## src/rtl/shift32_reg_unit.sv

```systemverilog
// Registered 32-bit logical shifter: five-stage left and right barrel networks,
// a direction mux, a range check on the upper shift bits, and a one-cycle output register.
module shift32_reg_unit (
  input  logic        CLK,
  input  logic        RST,
  input  logic [31:0] D,
  input  logic [31:0] S,
  input  logic        LnR,
  input  logic        EN,
  output logic [31:0] Y,
  output logic        VALID
);

  logic [31:0] leftS1, leftS2, leftS4, leftS8, leftS16;
  logic [31:0] rightS1, rightS2, rightS4, rightS8, rightS16;
  logic        outOfRange;
  logic [31:0] shiftResult;

  // Left network: each stage shifts by a fixed power of two when its S bit is set.
  always_comb begin
    leftS1  = S[0] ? {D[30:0], 1'b0}         : D;
    leftS2  = S[1] ? {leftS1[29:0], 2'b0}    : leftS1;
    leftS4  = S[2] ? {leftS2[27:0], 4'b0}    : leftS2;
    leftS8  = S[3] ? {leftS4[23:0], 8'b0}    : leftS4;
    leftS16 = S[4] ? {leftS8[15:0], 16'b0}   : leftS8;
  end

  // Right network is logical only; vacated MSBs fill with zero.
  always_comb begin
    rightS1  = S[0] ? {1'b0, D[31:1]}         : D;
    rightS2  = S[1] ? {2'b0, rightS1[31:2]}   : rightS1;
    rightS4  = S[2] ? {4'b0, rightS2[31:4]}   : rightS2;
    rightS8  = S[3] ? {8'b0, rightS4[31:8]}   : rightS4;
    rightS16 = S[4] ? {16'b0, rightS8[31:16]} : rightS8;
  end

  // Any amount of 32 or more flushes every bit out, so the upper S bits force zero.
  assign outOfRange = |S[31:5];

  always_comb begin
    shiftResult = 32'h0;
    if (!outOfRange) begin
      shiftResult = LnR ? leftS16 : rightS16;
    end
  end

  // VALID is a one-cycle strobe: high in the cycle after an EN=1 capture, with no
  // ready/backpressure; EN=0 holds Y and drops VALID.
  always_ff @(posedge CLK or negedge RST) begin
    if (!RST) begin
      Y     <= 32'h0;
      VALID <= 1'b0;
    end else begin
      VALID <= EN;
      if (EN) begin
        Y <= shiftResult;
      end
    end
  end

endmodule

```

## config.mk

```make
export PLATFORM = sky130hd
export DESIGN_NAME = shift32_reg_unit
export DESIGN_NICKNAME = d
export VERILOG_FILES = /design/src/rtl/shift32_reg_unit.sv
export SDC_FILE = /design/constraint.sdc
export NUM_CORES = 1
export LEC_CHECK = 0
export ABC_AREA = 1
export ABC_CLOCK_PERIOD_IN_PS = 800
export CORE_MARGIN = 2
export CORE_UTILIZATION = 28
export CTS_CLUSTER_SIZE = 20
export DETAILED_ROUTE_END_ITERATION = 10
export SLEW_MARGIN = 10
export SYNTH_ARGS = -nofsm -noshare
export SYNTH_HDL_FRONTEND = slang
export SYNTH_SLANG_ARGS = --single-unit
```

## constraint.sdc

```tcl
create_clock -name CLK -period 0.8 [get_ports CLK]
set_input_delay 0.16 -clock CLK [delete_from_list [all_inputs] [get_ports CLK]]
set_output_delay 0.16 -clock CLK [all_outputs]
set_load 0.1 [all_outputs]
```

Yosys cells after proc, flatten, opt, wreduce, memory -nomap -nowiden --
Cells that the tools add are included.
Word-level totals: register bits after elaboration 33, bits of input ports 68
Cells by class: mux-type cells 12, reductions and logical operators 1
Operators by type and width (count):
- $mux 32 | 12
- $reduce_or 27->1 | 1

Depth between registers and ports, before layout --
word-level depth 7, depth in mapped cells 13, mapped depth without buffers 11

Worst setup path after synthesis --
No wires, ideal clock.
kind in2reg, start point in S[0], end point reg Y[16], library setup time 0.120 ns, arrival 1.038 ns, required time 0.680 ns, slack -0.357 ns, cell stages on the path 10, buffers on the path 2, path through buf_6 > buf_6 > nand2_1 > nand3_2 > nand3_1 > nand3_1 > nand3_1 > nand3_1 > nand2_1 > nand2_1
On the way: cells in the longest elaborated chain, start to end 7, elaborated cells on any way between the ends 12, classes of those cells mux: 12
RTL lines:
- start, declared | RTL line 7 | input logic [31:0] S,
- $mux 32 (on tied branches) | RTL line 30, 21
- $mux 32 (on tied branches) | RTL line 31, 22
- $mux 32 (on tied branches) | RTL line 32, 23
- $mux 32 (on tied branches) | RTL line 33, 24
- $mux 32 (on tied branches) | RTL line 34, 25
- $mux 32 (*) | RTL line 43 | shiftResult = LnR ? leftS16 : rightS16;
- $mux 32 (*) | RTL line 42 | if (!outOfRange) begin
- end signal, assigned | RTL line 56 | Y <= shiftResult;
- end, declared | RTL line 10 | output logic [31:0] Y,
Every way passes the cells marked *; elsewhere a longest branch is shown, timed or not. A chain may end at the register's enable or synchronous reset.

Worst setup path after layout --
start point in S[0], end point reg Y[23]
Same word-level chain as after synthesis.

==> flow_summary.ini <==
[sta]
hold_viol = 0
finalSetupTns_ns = -21.14
rsz0062_at_grt = yes
layout_setup_ws_ns = -0.4225
report.final.setup_viol = 65
hold_ws_ns = 0.01381
skew_ns = 0
worst_pin_slew_ns = 0.3268
fmax_mhz = 818.0
slew_violations = 0
fin_crit_ns = 1.223
relSlewSlack_pct = 78.21
finalCritPeriodShare_pct = 152.8

[min_path]
min_from = EN
whs_endpoint = VALID
hold_path_depth = 1
hold_class = in2reg

[yosys]
synth.avg_cell_area_sq_um = 6.225
synth_warnings = 0
yosysTopAreaCell = nand3_1
synthCells = 774
synth_area_sq_um = 4818
netlist_top_cells_area = nand3_1 39%, dfrtp_1 17%, nand2_1 14%
yosysUniqueCellTypes = 22
synth-seq-cells = 33
syn_nets = 842
synth_top_area_share_pct = 38.95
ys_seq_area_share_pct = 17.14

[die]
start_util_pct = 28.85
io_pins = 101
die_area_sq_um = 18270
die_w_microns = 135.2
die_y_microns = 135.2
core_area_sq_um = 16700
std_cell_rows = 47

[final_layout]
multiInputGateArea_sq_um = 6037
synthToLayoutAreaGrowth_pct = 114.2
nets = 1002
final_cell_mix = 224 x nand3_2, 125 x nand2_1, 124 x nand3_1
final_common_cell = nand3_2
final_layout_size_suffix_gt1_share_pct = 69.63
final_util_pct = 61.79
nFillCells = 1269
diodes = 0
seqCellArea_sq_um = 949.7

[critical_path]
worstPathCellList = buf_12, buf_12, nand2_4, nand3_2, nand3_2, nand2_2, nand3_1, nand3_2, nand2_1, nand2_1
required_ns = 1.01
worstReg2RegStart = Y[30]
critPathTopFamily = simple AND/OR/NAND/NOR gates
critPathCaptureType = flop
crit_slowest_cell = buf_12
crit_fanout = 12
cp_num_buf_inv = 2
path_common_cell = nand3_2
critical_path_depth = 10
max_stage_delay_ns = 0.21
start_kind = primary input
r2r_cells = 3
r2r-end = Y[30]
worstSetupPathType = in2reg
ff2ff_setup_slack_ns = -0.03
cp.arrival_ns = 1.43

[clocking]
clk_path_buf_depth = 2
cts_sinks = 33
cts_tree = done
holdBufCountCts = 0
numCtsBuffers = 5
htree_levels = 2
clk_pin_slew_ns = 0.05
root_buffer = clkbuf_16
clk_latency_ns = 0.28

[global_routing]
grt_usage_pct = 28.20
grt_max_degree = 40
grt_overflow_total = 0
grt_pass1_wl_mm = 40.33
grt_pass1_vias = 7129
antenna_found_initial = 0

[outcome]
violations = setup timing
status = finished, violations left

[detailed_routing]
viasPerCell = 6.474
wl_mm = 28.32
vias = 7477
drtAntennaViolNets = 0
drt_iter0_drc = 1227
dr.pass1.iters = 7
drc = 0
wl_per_cell_microns = 24.52

[power]
p_leak_uw = 0.004381
power-per-cell-area_nw_per_um2 = 872.4
fin_total_pwr_uw = 9003
ir_drop_uv = 984.0

[place]
gp_congestion = 0.9590
port_buffers = 100
dp_hpwl_mm = 15.96

[run]
max_cap_viol_count = 0
==> metrics by stage <==
stage	std cells	instance area (sq um)	worst slack, ns
detailed placement	1109	7204	-0.8876
floorplan	774	5235	-0.3238
CTS	1152	9653	-0.3467
global route	1155	10320	-0.4611
finish	1155	10320	-0.4225
global placement	1109	7204	-0.8910
==> synth_stat cells, drive strengths merged <==
cell type	instances
buf	54
clkbuf	8
dfrtp	33
inv	8
nand2	211
nand3	426
nand4	9
nor2	14
nor4	7
o21ai	4
==> worst max path at each step <==
stage          startpoint     to  slack (ns)
3_5_place_dp         D[6]   Y[6]       -0.89
6_report             S[0]  Y[23]       -0.42
2_1_floorplan        S[0]  Y[11]       -0.32
4_1_cts              S[0]   Y[6]       -0.35
3_3_place_gp         D[6]   Y[6]       -0.89
5_1_grt              S[0]  Y[23]       -0.46
==> cell families (layout without fill, tap and decap cells) <==
group	after synthesis	in the layout	synth area share, %
simple gates	667	667	72.63
buf+inv	70	231	9.660
flops	33	33	17.14
compound gates	4	4	0.5714
==> power breakdown <==
part | internal [uW] | switching [uW] | total, uW
clock network | 1320 | 702 | 2020
registers | 1670 | 1.98 | 1670
logic | 2060 | 3250 | 5310
==> cell type report <==
type / instances / share of cell area (%)
clock buffer: 7 / 1.479
clock inverter: 1 / 0.04850
inverter: 8 / 0.6183
multi-input combinational: 671 / 58.50
sequential: 33 / 9.202
tap: 220 / 2.667
timing repair buffer: 215 / 27.49
==> layer usage <==
| layer | track usage, % | share of wire, % | vias to the layer above |
|---|---|---|---|
| li1 | - | - | 3091 |
| met1 | 36.30 | 36 | 3498 |
| met2 | 44.92 | 45 | 631 |
| met3 | 5.051 | 11 | 257 |
| met4 | 15.10 | 8.5 | 0 |
| met5 | 0 | 0 | - |
==> sequential cells by signal, summed over array words and instances (netlist names) <==
name	cells
Y	32
VALID	1
==> repair_timing <==
action | in CTS | in global routing
endpoints found under the setup margin | 65 | 65
buffers inserted | 20 | 3
pin swaps | 85 | 29
endpoints found under the hold margin | 0 | 0
resized for setup | 514 | 123
gates cloned | 15 | 1
Note: power is estimated with default switching activity, not from simulation.
